File: config.mk
export PLATFORM = sky130hd
export DESIGN_NAME = timer_irq_ctrl
export DESIGN_NICKNAME = d
export VERILOG_FILES = /design/src/rtl/irq_pkg.sv /design/src/rtl/irq_prio_enc.sv /design/src/rtl/timer_irq_ctrl.sv
export SDC_FILE = /design/constraint.sdc
export NUM_CORES = 1
export LEC_CHECK = 0
export CAP_MARGIN = 5
export CORE_MARGIN = 3
export CORE_UTILIZATION = 41
export DETAILED_ROUTE_END_ITERATION = 16
export MAX_ROUTING_LAYER = met4
export PLACE_DENSITY = 0.85
export SYNTH_ARGS = -nofsm -noshare
export SYNTH_HDL_FRONTEND = slang
export SYNTH_SLANG_ARGS = --single-unit
File: constraint.sdc
create_clock -name clk -period 3.3 [get_ports clk]
set_input_delay 0.495 -clock clk [delete_from_list [all_inputs] [get_ports clk]]
set_output_delay 0.495 -clock clk [all_outputs]
set_load 0.005 [all_outputs]
File: src/rtl/irq_pkg.sv
// Shared encodings for the timer interrupt controller: FSM states,
// register offsets and STATUS field positions.
package irq_pkg;

    typedef enum logic [1:0] {
        IDLE = 2'd0,
        REQ  = 2'd1,
        SVC  = 2'd2
    } state_t;

    localparam logic [1:0] REG_PEND   = 2'd0;
    localparam logic [1:0] REG_MASK   = 2'd1;
    localparam logic [1:0] REG_EDGE   = 2'd2;
    localparam logic [1:0] REG_STATUS = 2'd3;

    localparam int ST_BUSY_BIT  = 31;
    localparam int ST_STATE_LSB = 8;
    localparam int ST_ID_LSB    = 0;

    function automatic logic [7:0] onehot8(input logic [2:0] id);
        onehot8 = 8'b1 << id;
    endfunction

endpackage

File: src/rtl/irq_prio_enc.sv
// Fixed-priority encoder: lowest set index wins; valid when any bit is set.
module irq_prio_enc #(
    parameter int N_SRC = 6
) (
    input  logic [N_SRC-1:0] vec,
    output logic             valid,
    output logic [2:0]       idx
);

    always_comb begin
        valid = |vec;
        idx   = 3'd0;
        // Scan downward so the lowest set index is the last one assigned.
        for (int i = N_SRC - 1; i >= 0; i--) begin
            if (vec[i]) idx = 3'(i);
        end
    end

endmodule

File: src/rtl/timer_irq_ctrl.sv
// Interrupt controller: pending/mask/edge registers, priority select and a
// request/ack/EOI handshake that presents one interrupt at a time to CP0.
module timer_irq_ctrl
    import irq_pkg::*;
#(
    parameter int N_SRC = 6
) (
    input  logic             clk,
    input  logic             reset,
    input  logic [N_SRC-1:0] src_irq,
    input  logic [31:2]      Addr,
    input  logic             WE,
    input  logic [31:0]      Din,
    input  logic             int_ack,
    output logic [31:0]      Dout,
    output logic [N_SRC-1:0] hwint,
    output logic             int_req
);

    logic [N_SRC-1:0] pend, mask, edge_sel, prev;
    state_t           state;
    logic [2:0]       cur_id;

    logic             wr_pend, wr_mask, wr_edge, eoi;
    logic [N_SRC-1:0] set_vec, clr_vec, cur_oh, win_oh;
    logic [7:0]       cur_oh8, win_oh8;
    logic             win_vld, cur_active;
    logic [2:0]       win_id;
    logic             unused_ok;

    assign unused_ok = ^{Addr[31:4], Din[31:N_SRC]};

    assign wr_pend = WE && (Addr[3:2] == REG_PEND);
    assign wr_mask = WE && (Addr[3:2] == REG_MASK);
    assign wr_edge = WE && (Addr[3:2] == REG_EDGE);
    assign eoi     = WE && (Addr[3:2] == REG_STATUS) && (state == SVC);

    assign cur_oh8 = onehot8(cur_id);
    assign cur_oh  = cur_oh8[N_SRC-1:0];

    irq_prio_enc #(.N_SRC(N_SRC)) u_prio (
        .vec   (pend & mask),
        .valid (win_vld),
        .idx   (win_id)
    );

    assign win_oh8    = onehot8(win_id);
    assign win_oh     = win_oh8[N_SRC-1:0];
    assign cur_active = |(pend & mask & cur_oh);

    assign set_vec = (edge_sel & src_irq & ~prev) | (~edge_sel & src_irq);
    assign clr_vec = (wr_pend ? Din[N_SRC-1:0] : '0) | (eoi ? cur_oh : '0);

    // Register file and pending latch; a new set always beats a clear.
    always_ff @(posedge clk or posedge reset) begin
        if (reset) begin
            pend     <= '0;
            mask     <= '0;
            edge_sel <= '0;
            prev     <= '0;
        end else begin
            prev <= src_irq;
            pend <= (pend & ~clr_vec) | set_vec;
            if (wr_mask) mask     <= Din[N_SRC-1:0];
            if (wr_edge) edge_sel <= Din[N_SRC-1:0];
        end
    end

    always_ff @(posedge clk or posedge reset) begin
        if (reset) begin
            state   <= IDLE;
            cur_id  <= 3'd0;
            hwint   <= '0;
            int_req <= 1'b0;
        end else begin
            case (state)
                IDLE: begin
                    if (win_vld) begin
                        state   <= REQ;
                        cur_id  <= win_id;
                        hwint   <= win_oh;
                        int_req <= 1'b1;
                    end
                end
                REQ: begin
                    if (int_ack) begin
                        state   <= SVC;
                        hwint   <= '0;
                        int_req <= 1'b0;
                    end else if (!cur_active) begin
                        state   <= IDLE;
                        hwint   <= '0;
                        int_req <= 1'b0;
                    end
                end
                SVC: begin
                    if (eoi) state <= IDLE;
                end
                default: begin
                    state   <= IDLE;
                    hwint   <= '0;
                    int_req <= 1'b0;
                end
            endcase
        end
    end

    always_comb begin
        Dout = 32'd0;
        case (Addr[3:2])
            REG_PEND: Dout[N_SRC-1:0] = pend;
            REG_MASK: Dout[N_SRC-1:0] = mask;
            REG_EDGE: Dout[N_SRC-1:0] = edge_sel;
            default: begin
                Dout[ST_BUSY_BIT]                  = (state != IDLE);
                Dout[ST_STATE_LSB+1:ST_STATE_LSB] = state;
                Dout[ST_ID_LSB+2:ST_ID_LSB]       = cur_id;
            end
        endcase
    end

endmodule
# After elaboration in Yosys (flattened, before gate mapping)
# Cells that the tools add are included.
# totals
word_cells	70
in_bits	72
register_bits	36
# op_classes
shift	2
bitwise	13
mux	25
eq_ne	8
n_reduce_logical	14
# ops
cell	count
6-bit AND	6
6-bit two-way mux	5
3-bit two-way mux	6
6-bit inverter	3
6-bit OR	3
3-bit one-hot mux with 3 select lines	2
6-bit one-hot mux with 3 select lines	1
6-bit OR reduction	2
1-bit by 3-bit << shifter with 6-bit output (first input constant)	2
2-bit two-way mux	5
2-bit equality test (second input constant)	3
2-bit one-hot mux with 3 select lines	1
3-bit AND reduction	2
1-bit logical AND	5
2-bit by 1-bit equality test with 1-bit output (second input constant)	2
2-bit logical NOT	2
1-bit two-way mux	4
3-bit != test (second input constant)	1
1-bit one-hot mux with 3 select lines	1
3-bit OR reduction	1
2-bit by 1-bit != test with 1-bit output (second input constant)	1
2-bit != test (second input constant)	1
2-bit AND reduction	1
2-bit nonzero test	1
1-bit inverter	1

# Logic depth before layout (Yosys ltp)
# Gate-level depths: netlist (run 1).
# logic_depth
word_depth	10
mapped_depth	6

# Hierarchy
# A second synthesis (run 1) with hierarchy kept.
# unflattened
hier_cells	183
area_unflattened_um2	1988.2
# modules_own_cells
mod	n_inst	cells_per_inst	area_each_um2
timer_irq_ctrl	1	173	1935.6
irq_prio_enc	1	10	52.6

# Least setup slack after synthesis (run 1)
# Ideal clock, no wire load.
# synth_timing
kind	input to output
from	input Addr[2] (netlist bit)
to	output Dout[0]
setup_slack_ps	1546
t_required_ps	2805
arrival_ps	1259
path_stages	2
path_buffers	1
cell_sequence	buf_2 -> mux4_1
# synth_via
elab_chain_len	2
word_cells_on_any_way	4
classes_between	eq/ne (2); mux (1); reduce/logical (1)
# synth_rtl
element	line_no	source
start: declaration	timer_irq_ctrl.sv:11	input logic [31:2] Addr,
2-bit equality test, or another cell as far along	timer_irq_ctrl.sv:110	case (Addr[3:2])
3-bit one-hot mux with 3 select lines (*)	timer_irq_ctrl.sv:110	
end: declaration	timer_irq_ctrl.sv:15	output logic [31:0] Dout,
# Every way passes the cells marked *; elsewhere a longest branch is shown, timed or not.

# Final worst setup path (run 1)
# layout_timing
from	input Addr[3] (netlist bit)
to	output Dout[3]
# The elaborated chain is that of the path after synthesis.

==> results_dict.tcl, run 1 <==
set metrics [dict create \
    status "completed" \
    min_period_ns 2.855 \
    netlist_instances 179 \
    die_height_um 74.80 \
    fillers 397 \
    synthXorXnorAreaFrac_pct 0 \
    post_cts_resized 0 \
    yosys_warnings 0 \
    dpl_cell_area_um2 2248 \
    post_cts_buffers 0 \
    synth_area_um2 1941 \
    num_vias 1428 \
    grt_use_total_pct 16.79 \
    drtPass1Iterations 4 \
    grt_max_degree 21 \
    crit_path_top_delay_cell "clkdlybuf4s50_1" \
    io-pin-count 111 \
    synth_top_family_by_area "simple AND/OR/NAND/NOR gates" \
    initial_core_util_pct 43.37 \
    leakage_nw 1.008 \
    critPathBufInv 2 \
    num_rows 24 \
    grt_pass1_vias 1383 \
    fin_crit_sh_pct 86.51 \
    grtUsageMet1_pct 21.47 \
    routedWlPerCell_um 15.28 \
    synth_compound_gate_area_share_pct 13.73 \
    clk_pin_slew_worst_paths_ns 0.06 \
    clockBufferDepth 2 \
    route.detailed.drc 0 \
    synth_area_per_cell_um2 10.84 \
    rsz0062_at_grt "false" \
    cts_root_buffer "clkbuf_8" \
    seq_area_frac_synth_pct 46.42 \
    required_ns 2.80 \
    met3_usage_pct 5.207 \
    busiest_layer "met2" \
    worstMarginPinSlew_ns 0.8079 \
    areaGrowthSynthToFinish_pct 19.86 \
    synth-adder-area-share_pct 0 \
    postCtsHoldBufs 0 \
    drtAntennaViolNets 0 \
    critical-path-top-delay-family "buffers and inverters" \
    cp_slowest_stage_delay_ns 0.74 \
    synth.mux.area_fraction_pct 12.77 \
    finalSetupTns_ns 0 \
    die-area_um2 5595 \
    yosysUniqueCellTypes 34 \
    end_kind "output port" \
    die_w_um 74.80 \
    gp_congestion 0.9337 \
    antenna_found_initial 0 \
    layout.nets 289 \
    wirelength_mm 4.111 \
    grt_remaining_overflow 0 \
    cap_violations 0 \
    worst_setup_path_start_kind "input port" \
    cts_tree "done" \
    hp-class "reg2reg" \
    final_cell_area_um2 2326 \
    finClkSkew_ns 0.005683 \
    drv_slew 0 \
    hpwl_mm 3.121 \
    setup_viol 0 \
    coreArea_um2 4474 \
    ir_drop_mv 0.2543 \
    crit_top_cell "clkdlybuf4s50_1" \
    timing.hold.ws_ns 0.4808 \
    hold_viol_final 0 \
    drt_iter0_markers 78 \
    path_max_fanout 12 \
    grt_use_met2_pct 24.59 \
    numCtsBuffers 5 \
    ys_seq_elements 36 \
    max_freq_mhz 350.3 \
    via_per_inst 5.309 \
    worstSetupPathType "in2out" \
    cp_cell_sequence "clkdlybuf4s50_1, nor2b_1, nand2_1, o21ai_0, clkdlybuf4s50_1" \
    grt_pass1_wl_mm 6.768 \
    diodes 0 \
    htreeDepth 2 \
    cp.arrival_ns 2.36 \
    powerDensity_nw_per_um2 603.5 \
    slew_headroom_pct 46.03 \
    portBuffers 33 \
    drive_above_1_share_pct 14.75 \
    clk_latency_ns 0.29 \
    setup.reg_to_reg.worst_slack_ns 1.63 \
    cts_sinks 36 \
    synthSimpleGateAreaFrac_pct 16.38 \
]
==> worst register-to-register path: cells and delay by family (launching register included) <==
| family | cells | cell delay (ns) |
|---|---|---|
| AND/OR/NAND/NOR | 3 | 0.82 |
| flip-flops | 1 | 0.47 |
| AO/OA/AOI/OAI | 1 | 0.27 |
==> placed cells by master (no fill, tap or decap), types with 2 or more instances in the layout <==
| cell | n |
|---|---|
| a22oi_1 | 3 |
| mux2_2 | 13 |
| a32o_1 | 8 |
| clkbuf_8 | 5 |
| buf_4 | 3 |
| nor2_1 | 4 |
| nor2b_1 | 2 |
| mux4_2 | 2 |
| and3_1 | 3 |
| and4b_1 | 4 |
| conb_1 | 23 |
| a21oi_1 | 3 |
| nand3_1 | 5 |
| nand3b_1 | 3 |
| mux2i_1 | 3 |
| dfrtp_1 | 36 |
| o21ai_0 | 6 |
| clkdlybuf4s50_1 | 33 |
| inv_1 | 3 |
| nand2_1 | 35 |
| a22o_1 | 2 |
| o211ai_2 | 3 |
==> cells in the mapped netlist <==
cell        n  share of area (%)
o211ai_2    3                1.9
mux2i_1     3                1.5
dfrtp_1    36                 46
and4b_1     4                2.1
a22o_1      2               0.90
o21ai_2     1               0.45
o31ai_1     1               0.39
a32o_1      8                4.1
conb_1      1               0.19
mux2_2     13                7.5
nand2_1    35                6.8
a22oi_1     3                1.2
nor3_1      1               0.26
o21ai_0     6                1.5
and3b_1     1               0.45
a21oi_1     3               0.77
a41oi_1     1               0.45
and3_1      3               0.97
nor3b_2     1               0.64
buf_2       4                1.0
mux4_2      2                2.3
or2_2       1               0.32
nor2_1      4               0.77
inv_1       3               0.58
nand4_1     1               0.32
nor3b_1     1               0.39
mux4_1      1                1.4
nand2b_1    1               0.32
nand3_1     5                1.3
nor2b_1     2               0.64
o31ai_2     1               0.64
buf_4      23                8.9
nand3b_1    3                1.2
o2111ai_4   1                1.4
==> per-layer routing <==
metal / part of all wire (%) / wire [um] / vias to the layer above
li1: - / - / 675
met1: 45 / 1852 / 684
met2: 46 / 1898 / 59
met3: 7.3 / 299 / 10
met4: 1.5 / 61 / 0
met5: 0 / 0 / -
==> flip-flops by register name, indices dropped and copies added, names as in the netlist <==
| register | flops |
|---|---|
| prev | 6 |
| edge_sel | 6 |
| int_req | 1 |
| pend | 6 |
| cur_id | 3 |
| state | 2 |
| hwint | 6 |
| mask | 6 |
==> cells by family (layout without fill, tap and decap cells) <==
kind of cell,count (synthesis),after routing
AOI/OAI and AO/OA,30,30
buffers and inverters,30,46
DFF,36,36
and+or+nand+nor,63,63
other,1,23
muxes,19,19
==> power by group <==
part / internal (W) / total, W / leakage, nW / switching, W
clock: 0.000143 / 0.000287 / 0.0410 / 0.000144
combinational: 0.000249 / 0.000468 / 0.543 / 0.000219
sequential: 0.000531 / 0.000649 / 0.424 / 0.000118
==> path summary, 6_finish.rpt <==
path | start | to | depth (start not counted)
min | hwint[4] | hwint[4] | 2
max reg2reg | state[0] | pend[5] | 4
max | Addr[3] | Dout[3] | 5
min in group asynchronous | reset | edge_sel[2] | 2
min reg2reg | hwint[4] | hwint[4] | 2
max in group asynchronous | reset | mask[5] | 3
==> cell type report <==
| cell class | instances | area [um2] | area share [%] |
|---|---|---|---|
| Clock inverter | 1 | 5.005 | 0.2152 |
| Timing Repair Buffer | 36 | 352.8 | 15.17 |
| Sequential cell | 36 | 900.9 | 38.73 |
| Inverter | 3 | 11.26 | 0.4841 |
| Clock buffer | 6 | 72.57 | 3.120 |
| Tap cell | 52 | 65.06 | 2.797 |
| Multi-Input combinational cell | 135 | 918.4 | 39.48 |
==> per-stage QoR <==
step / total power, W / std cells / util, % / worst slack [ns]
5_1_grt: 0.001505 / 269 / 51.99 / 0.3109
3_5_place_dp: 0.001122 / 262 / 50.25 / 0.4408
2_1_floorplan: 0.0009416 / 201 / - / 1.546
6_report: 0.001404 / 269 / 51.99 / 0.4453
3_3_place_gp: 0.001098 / 262 / 50.25 / 0.4922
4_1_cts: 0.001416 / 269 / 51.99 / 0.4387
Power figures use the tool's default switching activity.
==> run 2: changes to the inputs <==
--- a/config.mk
+++ b/config.mk
@@ -8,4 +8,6 @@
 export CAP_MARGIN = 5
+export CORE_ASPECT_RATIO = 0.6
 export CORE_MARGIN = 3
 export CORE_UTILIZATION = 41
+export CTS_CLUSTER_DIAMETER = 200
 export DETAILED_ROUTE_END_ITERATION = 16
==> constraint.sdc (replaced) <==
create_clock -name clk -period 3.3 [get_ports clk]
set_input_delay 0.33 -clock clk [delete_from_list [all_inputs] [get_ports clk]]
set_output_delay 0.33 -clock clk [all_outputs]
set_load 0.005 [all_outputs]
==> results_dict.tcl, run 2 (synthesis results as in run 1) <==
set metrics [dict create \
    status "completed" \
    gp_congestion 0.9262 \
    via_per_inst 5.292 \
    post_cts_resized 0 \
    hold_viol_final 0 \
    cap_violations 0 \
    path_max_fanout 12 \
    htreeDepth 2 \
    rsz0062_at_grt "false" \
    die-area_um2 5622 \
    post-layout-total-power_w 0.001444 \
    leakage_nw 1.018 \
    cts_tree "done" \
    end_kind "output port" \
    drive_above_1_share_pct 15.21 \
    fin_ws_ns 0.7626 \
    required_ns 2.97 \
    diodes 0 \
    numCtsBuffers 5 \
    cts_root_buffer "clkbuf_8" \
    fin_cells 277 \
    clk_latency_ns 0.28 \
    clk_pin_slew_worst_paths_ns 0.07 \
    num_vias 1466 \
    grt_max_degree 37 \
    die_height_um 59.29 \
    areaGrowthSynthToFinish_pct 21.34 \
    mostFrequentLayoutCell "dfrtp_1" \
    dp_slack_ns 0.7678 \
    mostFrequentLayoutCells "dfrtp_1 (36), nand2_1 (35), clkdlybuf4s50_1 (33), conb_1 (23), mux2_2 (13)" \
    fin_util_pct 54.46 \
    ir_drop_mv 0.3474 \
    num_rows 18 \
    worstSetupPathType "in2out" \
    min_period_ns 2.537 \
    finClkSkew_ns 0.003806 \
    portBuffers 33 \
    setup_viol 0 \
    clockBufferDepth 2 \
    grt_remaining_overflow 0 \
    cp.arrival_ns 2.21 \
    initial_core_util_pct 44.88 \
    drv_slew 0 \
    die_w_um 94.82 \
    route.detailed.drc 0 \
    reg2reg_from "pend[0]" \
    post_cts_buffers 0 \
    grt_pass1_wl_mm 6.975 \
    crit_path_start "Addr[3]" \
    layout.nets 289 \
    drtPass1Iterations 4 \
    finalSetupTns_ns 0 \
    dp_cells 270 \
    powerDensity_nw_per_um2 613.3 \
    postCtsHoldBufs 0 \
    worstMarginPinSlew_ns 0.5838 \
    fin_crit_sh_pct 76.89 \
    cts_sinks 36 \
    io-pin-count 111 \
    drtAntennaViolNets 0 \
    grt_pass1_vias 1398 \
    coreArea_um2 4324 \
    hpwl_mm 3.345 \
    drt_iter0_markers 124 \
    max_freq_mhz 394.1 \
    hp-class "in2async" \
    antenna_found_initial 0 \
    worst_setup_path_start_kind "input port" \
    wirelength_mm 4.358 \
    routedWlPerCell_um 15.73 \
    grt_use_total_pct 16.86 \
    slew_headroom_pct 61.08 \
]
run 2: worst paths after layout:
check,to,slack (ns),depth (start not counted)
worst max-delay path,Dout[3],0.76,5
worst min register to register,hwint[0],0.49,2
min in group clk,hwint[0],0.49,2
max in group asynchronous,hwint[5],2.51,3
worst max register to register,cur_id[0],1.65,4
worst min-delay path,edge_sel[0],0.46,3
run 2: critical path, stage by stage:
cell	delay, ns
clkdlybuf4s50_1	0.77
nor2b_1	0.40
nand2_1	0.08
o21ai_0	0.09
clkdlybuf4s50_1	0.53
run 2: where the power goes:
| group | leakage (nW) | switching, W | total (W) | internal, W |
|---|---|---|---|---|
| Sequential | 0.424 | 0.000115 | 0.000645 | 0.000531 |
| Combinational | 0.543 | 0.000220 | 0.000470 | 0.000249 |
| Clock | 0.0503 | 0.000144 | 0.000329 | 0.000186 |
run 2: final cells by class:
type | instances | area (um2)
Inverter | 3 | 11.26
Clock buffer | 7 | 96.34
Sequential cell | 36 | 900.9
Timing Repair Buffer | 36 | 352.8
Tap cell | 60 | 75.07
Multi-Input combinational cell | 135 | 918.4
Fill cell | 393 | 1969
run 2: stage by stage:
stage	hold WS (ns)	cell area, um2
6_report	0.4562	2355
5_1_grt	0.4912	2355
4_1_cts	0.4750	2355
3_5_place_dp	0.4769	2258
3_3_place_gp	0.4725	2258
2_1_floorplan	0.3614	2023
run 2: per-layer routing:
layer | GRT usage (%) | share of wire (%) | up-vias
li1 | - | - | 683
met5 | - | 0 | -
met1 | 25.44 | 49 | 725
met2 | 23.15 | 43 | 58
met3 | 4.315 | 8.3 | 0
met4 | 2.464 | 0 | 0
